===== src/rtl/buff_reg_ctrl.sv =====
// Sequencer for the BRD/MODR set/reset buffer latches: masked write -> clear, settle, set, done.
// Latency: accept->DONE is CLR_CYC+GAP_CYC+STB_CYC+1 (full), STB_CYC+1 (set only), 1 (no change).
// Backpressure: CMD_READY only in IDLE; a held VALID waits, is never dropped. Option: BUFF_REG_CTRL_RB_EN.
module buff_reg_ctrl #(
    parameter int CLR_CYC = 2,
    parameter int GAP_CYC = 1,
    parameter int STB_CYC = 1
) (
    input  logic       SIM_CLK,
    input  logic       SIM_RST,
    input  logic       CMD_VALID,
    output logic       CMD_READY,
    input  logic [5:0] CMD_MASK,
    input  logic [5:0] CMD_DATA,
    output logic       BRR1,
    output logic       MODRR,
    output logic [5:0] SET_STB,
    output logic       BUSY,
    output logic       DONE,
    output logic [5:0] SHADOW,
    input  logic [5:0] RB,
    input  logic       ERR_CLR,
    output logic       RB_ERR
);

    localparam int MAX_AB  = (CLR_CYC > GAP_CYC) ? CLR_CYC : GAP_CYC;
    localparam int MAX_CYC = (MAX_AB > STB_CYC) ? MAX_AB : STB_CYC;
    localparam int CW      = (MAX_CYC > 1) ? $clog2(MAX_CYC) : 1;

    typedef enum logic [2:0] {
        ST_IDLE  = 3'd0,
        ST_CLEAR = 3'd1,
        ST_GAP   = 3'd2,
        ST_SET   = 3'd3,
        ST_DONE  = 3'd4
    } state_t;

    state_t        state, state_nxt;
    logic [CW-1:0] cnt, cnt_nxt;

    logic          accept;
    logic [5:0]    new_c, setv_c;
    logic          clr_b_c, clr_m_c;

    logic [5:0]    new_q, setv_q;
    logic          clr_b_q, clr_m_q;
    logic [5:0]    shadow_q;

    logic          clr_b_n, clr_m_n;
    logic [5:0]    setv_n;
    logic          brr1_d, modrr_d, done_d;
    logic [5:0]    stb_d;
    logic          brr1_q, modrr_q, done_q;
    logic [5:0]    stb_q;

    assign CMD_READY = (state == ST_IDLE);
    assign BUSY      = (state != ST_IDLE);
    assign accept    = CMD_VALID && CMD_READY;
    assign SHADOW    = shadow_q;
    assign BRR1      = brr1_q;
    assign MODRR     = modrr_q;
    assign SET_STB   = stb_q;
    assign DONE      = done_q;

    // Work out the target image and per-group clear/set plan for the offered command.
    // A group that needs any bit cleared is wiped and fully re-set; otherwise only rising bits are set.
    always_comb begin
        new_c   = (shadow_q & ~CMD_MASK) | (CMD_DATA & CMD_MASK);
        clr_b_c = |(shadow_q[3:0] & ~new_c[3:0]);
        clr_m_c = |(shadow_q[5:4] & ~new_c[5:4]);
        setv_c[3:0] = clr_b_c ? new_c[3:0] : (new_c[3:0] & ~shadow_q[3:0]);
        setv_c[5:4] = clr_m_c ? new_c[5:4] : (new_c[5:4] & ~shadow_q[5:4]);
    end

    // Capture the command plan on accept; it stays stable for the whole sequence.
    always_ff @(posedge SIM_CLK or posedge SIM_RST) begin
        if (SIM_RST) begin
            new_q   <= '0;
            setv_q  <= '0;
            clr_b_q <= 1'b0;
            clr_m_q <= 1'b0;
        end else if (accept) begin
            new_q   <= new_c;
            setv_q  <= setv_c;
            clr_b_q <= clr_b_c;
            clr_m_q <= clr_m_c;
        end
    end

    // State and phase counter register.
    always_ff @(posedge SIM_CLK or posedge SIM_RST) begin
        if (SIM_RST) begin
            state <= ST_IDLE;
            cnt   <= '0;
        end else begin
            state <= state_nxt;
            cnt   <= cnt_nxt;
        end
    end

    // Next-state: counter reloads with (phase length - 1) on each entry, exits at zero.
    always_comb begin
        state_nxt = state;
        cnt_nxt   = (cnt != '0) ? (cnt - CW'(1)) : cnt;
        case (state)
            ST_IDLE: begin
                if (accept) begin
                    if (clr_b_c || clr_m_c) begin
                        state_nxt = ST_CLEAR;
                        cnt_nxt   = CW'(CLR_CYC - 1);
                    end else if (setv_c != '0) begin
                        state_nxt = ST_SET;
                        cnt_nxt   = CW'(STB_CYC - 1);
                    end else begin
                        state_nxt = ST_DONE;
                        cnt_nxt   = '0;
                    end
                end
            end
            ST_CLEAR: begin
                if (cnt == '0) begin
                    state_nxt = ST_GAP;
                    cnt_nxt   = CW'(GAP_CYC - 1);
                end
            end
            ST_GAP: begin
                if (cnt == '0) begin
                    if (setv_q != '0) begin
                        state_nxt = ST_SET;
                        cnt_nxt   = CW'(STB_CYC - 1);
                    end else begin
                        state_nxt = ST_DONE;
                        cnt_nxt   = '0;
                    end
                end
            end
            ST_SET: begin
                if (cnt == '0) begin
                    state_nxt = ST_DONE;
                    cnt_nxt   = '0;
                end
            end
            ST_DONE: begin
                state_nxt = ST_IDLE;
                cnt_nxt   = '0;
            end
            default: begin
                state_nxt = ST_IDLE;
                cnt_nxt   = '0;
            end
        endcase
    end

    // Drive values decoded from the next state so the output flops line up with the state.
    always_comb begin
        clr_b_n = accept ? clr_b_c : clr_b_q;
        clr_m_n = accept ? clr_m_c : clr_m_q;
        setv_n  = accept ? setv_c  : setv_q;
        brr1_d  = (state_nxt == ST_CLEAR) && clr_b_n;
        modrr_d = (state_nxt == ST_CLEAR) && clr_m_n;
        stb_d   = (state_nxt == ST_SET) ? setv_n : 6'h00;
        done_d  = (state_nxt == ST_DONE);
    end

    // Registered, glitch-free latch drives; reset drops them immediately.
    always_ff @(posedge SIM_CLK or posedge SIM_RST) begin
        if (SIM_RST) begin
            brr1_q  <= 1'b0;
            modrr_q <= 1'b0;
            stb_q   <= '0;
            done_q  <= 1'b0;
        end else begin
            brr1_q  <= brr1_d;
            modrr_q <= modrr_d;
            stb_q   <= stb_d;
            done_q  <= done_d;
        end
    end

    // Shadow image commits at the end of DONE; system reset clears the real latches too.
    always_ff @(posedge SIM_CLK or posedge SIM_RST) begin
        if (SIM_RST) begin
            shadow_q <= '0;
        end else if (state == ST_DONE) begin
            shadow_q <= new_q;
        end
    end

`ifdef BUFF_REG_CTRL_RB_EN
    // Sticky readback check in DONE; a mismatch in the same cycle as ERR_CLR keeps the flag set.
    always_ff @(posedge SIM_CLK or posedge SIM_RST) begin
        if (SIM_RST) begin
            RB_ERR <= 1'b0;
        end else if ((state == ST_DONE) && (RB != new_q)) begin
            RB_ERR <= 1'b1;
        end else if (ERR_CLR) begin
            RB_ERR <= 1'b0;
        end
    end
`else
    logic unused_rb;
    assign unused_rb = ^{RB, ERR_CLR};
    assign RB_ERR    = 1'b0;
`endif

endmodule


===== config.mk =====
export PLATFORM = sky130hd
export DESIGN_NAME = buff_reg_ctrl
export DESIGN_NICKNAME = d
export VERILOG_FILES = /design/src/rtl/buff_reg_ctrl.sv
export SDC_FILE = /design/constraint.sdc
export NUM_CORES = 1
export LEC_CHECK = 0
export BUFFER_PORTS_ARGS = -buffer_cell sky130_fd_sc_hd__buf_2
export CAP_MARGIN = 25
export CORE_ASPECT_RATIO = 1.75
export CORE_MARGIN = 1
export CORE_UTILIZATION = 40
export DETAILED_ROUTE_END_ITERATION = 12
export MAX_ROUTING_LAYER = met4
export PLACE_DENSITY_LB_ADDON = 0.15
export SYNTH_ARGS = -nofsm -noshare
export SYNTH_HDL_FRONTEND = slang
export SYNTH_SLANG_ARGS = --single-unit

===== constraint.sdc =====
create_clock -name SIM_CLK -period 3 [get_ports SIM_CLK]
set_input_delay 0.3 -clock SIM_CLK [delete_from_list [all_inputs] [get_ports SIM_CLK]]
set_output_delay 0.3 -clock SIM_CLK [all_outputs]
set_load 0.01 [all_outputs]

**Yosys cells after proc, flatten, opt, wreduce, memory -nomap -nowiden**

Cells that the tools add are included.

- Register bits after elaboration: 33
- Input bits: 22
- Word-level logic and storage cells: 61

- Reduce and logical (&&, ||, !) cells: 11
- Mux-type cells: 19
- Add/subtract/negate cells: 1
- Eq/ne operators: 7
- Bitwise operators: 12

Operator list:

| cell | number |
|---|---|
| 3-bit two-way mux | 7 |
| 6-bit bitwise AND | 2 |
| 6-bit two-way mux | 2 |
| 3-bit case mux with 4 select lines | 1 |
| 6-bit nonzero test | 2 |
| 3-bit by 2-bit equality test with 1-bit output, second input constant | 3 |
| 4-bit bitwise AND | 2 |
| 4-bit inverter | 2 |
| 3-bit by 1-bit equality test with 1-bit output, second input constant | 2 |
| 3-bit equality test, second input constant | 2 |
| 1-bit two-way mux | 6 |
| 6-bit inverter | 1 |
| 6-bit OR | 1 |
| 2-bit bitwise AND | 2 |
| 4-bit two-way mux | 1 |
| 2-bit inverter | 2 |
| 4-bit OR reduction | 1 |
| 1-bit logical AND | 3 |
| 3-bit zero test | 1 |
| 3-bit nonzero test | 1 |
| 3-bit OR reduction | 1 |
| 2-bit two-way mux | 1 |
| 1-bit case mux with 2 select lines | 1 |
| 2-bit OR reduction | 1 |
| 2 further kinds | 2 |

**Depth between registers and ports, before layout**

- Depth after elaboration: 14
- Gate-level depth with buffers: 6

**Worst setup path after synthesis**

Ideal clock, no wire load.

- Kind: register to register
- Start: register shadow_q[1] (netlist: SHADOW[1])
- End: register modrr_q (netlist: MODRR)
- Arrival: 1.588 ns
- Clock period less this slack: 1.708 ns
- Setup time: 0.120 ns
- Required time: 2.880 ns
- Cell stages (with the launch flop): 7
- Setup slack: 1.292 ns
- Path through: dfrtp_1 -> nand3b_1 -> and3_4 -> a31oi_1 -> nand4bb_4 -> a21oi_4 -> and3b_1

- Longest elaborated chain between the ends: 13
- Elaborated cells between the ends (all ways): 16
- Classes of those cells: eq/ne (1); mux (5); bitwise (6); reduce/logical (4)

RTL lines:

| element | RTL line | source |
|---|---|---|
| from (decl) | 47 | `logic [5:0] shadow_q;` |
| from (signal assigned) | 185 | `shadow_q <= new_q;` |
| 6-bit bitwise AND | 68 | `new_c = (shadow_q & ~CMD_MASK) \| (CMD_DATA & CMD_MASK);` |
| 6-bit OR | 68 |  |
| 4-bit inverter | 69 | `clr_b_c = \|(shadow_q[3:0] & ~new_c[3:0]);` |
| 4-bit bitwise AND | 69 |  |
| 4-bit OR reduction | 69 |  |
| 4-bit two-way mux | 71 | `setv_c[3:0] = clr_b_c ? new_c[3:0] : (new_c[3:0] & ~shadow_q[3:0]);` |
| 6-bit nonzero test | 111 | `end else if (setv_c != '0) begin` |
| 3-bit two-way mux | 111 |  |
| 3-bit two-way mux (*) | 108 | `if (clr_b_c \|\| clr_m_c) begin` |
| 3-bit two-way mux (*) | 107 | `if (accept) begin` |
| 3-bit case mux with 4 select lines (*) | 105 | `case (state)` |
| 3-bit by 1-bit equality test with 1-bit output (*) | 160 | `modrr_d = (state_nxt == ST_CLEAR) && clr_m_n;` |
| 1-bit logical AND (*) | 160 |  |
| net modrr_d | 51 | `logic brr1_d, modrr_d, done_d;` |
| to (signal assigned) | 174 | `modrr_q <= modrr_d;` |
| to (decl) | 53 | `logic brr1_q, modrr_q, done_q;` |

Mark *: on every way through the listed nets, which the timed path passes. The rest lies on a longest branch.
A chain may end at the register's enable or synchronous reset.

**Final worst setup path**

- Start: register shadow_q[2] (netlist: SHADOW[2])
- End: register modrr_q (netlist: MODRR)

The elaborated chain is that of the path after synthesis.

==> metrics.md <==
| Metric | Value |
|---|---|
| Cell Pwr Density | 1010 nW/um2 |
| Most numerous cell in the Yosys netlist | sky130_fd_sc_hd__dfrtp_1 |
| Pre-CTS worst setup slack | 1.08 ns |
| Number of enable-type register cells in the synthesized netlist | 0 |
| Max FO, Critical Path | 9 |
| Source-to-sink clock delay at the later pin of the worst-skew pair | 0.28 ns |
| Initial antenna violation count | 0 |
| Height of the chip | approximately 84 um |
| Routed wire length per instance | 14.5 um |
| Clock net sink count | 33 |
| Core ar. | roughly 3600 um2 |
| Ratio of final minimum period to clock period | 0.638 |
| Max Clock Freq | 0.522 GHz |
| Cts hold-fix bufs | 0 |
| Antenna Cells | 0 |
| Resize count post-CTS | 0 |
| Share of synthesized flip-flops with an asynchronous set or reset | 1.00 |
| Final TNS setup | 0 ns |
| Setup skew after layout | around 0.0043 ns |
| DR vias | approximately 1100 |
| Worst-path clk slew | 0.07 ns |
| Vias in the first global route | 1115 |
| Number of violations of the max-capacitance limit | 0 |
| Clk root buf | sky130_fd_sc_hd__clkbuf_8 |
| Fraction of final layout cells sized beyond drive strength 1 | 0.355 |
| Utilization of the core after routing | 0.502 |
| Placer Congestion | 0.743 |
| Synthesized net count | 151 |
| Synthesized flop and latch total | 33 |
| Area enclosed by the die boundary | 4060 um2 |
| Area share of the largest cell type after synthesis | 0.544 |
| Synth area leader | sky130_fd_sc_hd__dfrtp_1 |
| Leading register cell type out of synthesis | sky130_fd_sc_hd__dfrtp_1 |
| H-tree level count | 2 |
| Mean instance size in the synthesized netlist | 11.8 um2 |
| Average via count per standard cell | 5.13 |
| Cell with the largest stage delay on the worst path | sky130_fd_sc_hd__dfrtp_1 |
| Post-CTS repair timing setup buffer count | 0 |
| Multi-input logic area | 637 um2 |
| Final critical-path required period | 1.91 ns |
| Static Leakage | 0.920 nW |
| Required time of the critical path | 3.22 ns |
| Number of DRC markers after the initial detailed-route iteration | 4 |
| Largest cells by area after synthesis | sky130_fd_sc_hd__dfrtp_1 54%, sky130_fd_sc_hd__mux2i_1 6.6%, sky130_fd_sc_hd__mux2_2 4.4%, sky130_fd_sc_hd__nand3b_1 3.5%, sky130_fd_sc_hd__nand2_1 3.2% |
| Overflow after GRT | 0 |
| IO Port Bufs | 31 |
| Sequential area share after synthesis | 0.544 |
| Maximum vdd drop | ~500 uV |
| Unrepaired setup endpoints after global routing | no |
| Number of setup violations in the final report | 0 |
| Worst-case setup margin in the final layout | 1.09 ns |
| Area used by sequential logic in the layout | 826 um2 |
| Count of boundary I/O pins | 40 |
| Origin of the worst setup path | SHADOW[2] |
| Horiz. Die Dim | 48.6 um |
| Result of the run | completed |
| Initial core utilization | 0.419 |
| Critical path data arrival time | 2.14 ns |
| Classification of the worst-slack hold path | primary input to asynchronous set/reset pin |
| Final HPWL DP | 2.33 mm |
| Delay of the slowest cell on the worst path | 0.42 ns |
| Initial DRT Pass Iterations | 4 |
| Nature of the critical path endpoint | flop |
| Worst-path cell chain | nand3b_1 -> and3_4 -> a31oi_1 -> nand4bb_4 -> a31oi_4 -> and3b_1 |
| Final Max Slew Viols | 0 |
| Wire length after detailed routing | 3.08 mm |
| Total CTS buffers | 5 |
| Category of the most critical setup path | flop to flop |
| Number of remaining DRC errors | 0 |
| Worst slew margin relative to its limit | 0.603 |
| Wire length of the first global-routing pass | 5.24 mm |
| Number of unique standard cell types used by synthesis | 32 |
| Longest Clk Path Bufs | 2 |
| Syn. warnings | 0 |
| Post-route antenna net violation count | 0 |
| Growth of design area from synthesis to finish | 19.9% |
| Filler cell count in the final layout | 340 |
| Total count of hold-check failures in the final report | 0 |
| Smallest hold slack | 0.0850 ns |
| Pin count of the biggest net entering global routing | 34 |
| Power consumption | 1.85 mW |
| Final-stage net count | 187 |
| Kind of start point of the critical path | flop |
| Crit Reg-Reg Startpoint | SHADOW[2] |
| Worst slew pin tran | 0.595 ns |
| Synth top cells by count | 33 x sky130_fd_sc_hd__dfrtp_1, 13 x sky130_fd_sc_hd__nand2_1, 10 x sky130_fd_sc_hd__inv_1, 10 x sky130_fd_sc_hd__mux2i_1 |
| Cell row count | 29 |
| TritonCTS clock tree | built |
| Area of the mapped netlist | 1520 um2 |
| Instance count of the mapped netlist | 129 |
| All-Layer GR Usage | 0.179 |
==> cell usage in the layout, fill, tap and decap left out, types with 2 or more instances in the layout <==
cell type | netlist | final
sky130_fd_sc_hd__inv_1 | 10 | 10
sky130_fd_sc_hd__nor3b_2 | 2 | 2
sky130_fd_sc_hd__nor3_1 | 5 | 5
sky130_fd_sc_hd__nand2_1 | 13 | 13
sky130_fd_sc_hd__dfrtp_1 | 33 | 33
sky130_fd_sc_hd__nor3_2 | 2 | 2
sky130_fd_sc_hd__o41ai_1 | 2 | 2
sky130_fd_sc_hd__mux2i_1 | 10 | 10
sky130_fd_sc_hd__buf_2 | 0 | 31
sky130_fd_sc_hd__nor2_1 | 4 | 4
sky130_fd_sc_hd__a31oi_1 | 4 | 4
sky130_fd_sc_hd__nand3b_1 | 7 | 7
sky130_fd_sc_hd__clkbuf_8 | 0 | 7
sky130_fd_sc_hd__and3b_1 | 2 | 2
sky130_fd_sc_hd__mux2_2 | 6 | 6
sky130_fd_sc_hd__a21oi_1 | 4 | 4
sky130_fd_sc_hd__o21ai_0 | 7 | 7
==> cells by family after synthesis <==
| logic type | share of synthesized area |
|---|---|
| simple gates | 0.185 |
| flops | 0.544 |
| compound gates | 0.122 |
| mux | 0.110 |
| buf+inv | 0.0371 |
| other cells | 0.00247 |
==> final timing paths <==
path / end / slack [ns] / cells after the start
min in group SIM_CLK: new_q[5] / 0.35 / 3
hold / removal: SET_STB[4] / 0.09 / 3
setup reg to reg: MODRR / 1.09 / 6
hold reg to reg: new_q[2] / 0.48 / 2
max in group asynchronous: cnt / 2.62 / 3
setup / recovery: MODRR / 1.09 / 6
==> sequential cells by signal, indices dropped and copies added, names as in the netlist <==
register and flops:
SET_STB 6, SHADOW 6, new_q 6, setv_q 6, state 3, BRR1 1
DONE 1, MODRR 1, clr_b_q 1, clr_m_q 1, cnt 1
==> cell type report <==
class / instances / share of cell area
flip-flops and latches: 33 / 0.453
clock inverters: 1 / 0.00275
multi-input cells: 83 / 0.350
well taps: 46 / 0.0316
inverters: 10 / 0.0206
repair buffers: 32 / 0.0893
clock buffers: 7 / 0.0529
==> where the power goes <==
group | internal (mW) | total [mW] | leakage (nW) | switching, mW
sequential | 0.614 | 0.730 | 0.430 | 0.116
combinational | 0.319 | 0.754 | 0.436 | 0.435
clock | 0.207 | 0.363 | 0.0542 | 0.156
==> per-layer routing <==
metal,global-route usage,vias to the layer above,wire (um)
met5,-,-,0
li1,-,528,-
met2,0.318,24,1710
met4,0.0802,0,63
met3,0.0510,9,115
met1,0.178,527,1190
==> stage by stage <==
| step | cell area [um2] | instances |
|---|---|---|
| 6_report | 1820 | 212 |
| 5_1_grt | 1820 | 212 |
| 4_1_cts | 1820 | 212 |
| 3_5_place_dp | 1720 | 204 |
| 3_3_place_gp | 1720 | 204 |
| 2_1_floorplan | 1520 | 129 |
==> worst max-delay path, delay by kind of cell, from the launching register on <==
family	cells	cell delay, ns
and+or+nand+nor	4	0.92
DFF	1	0.42
AOI/OAI and AO/OA	2	0.51
Power figures use the tool's default switching activity.
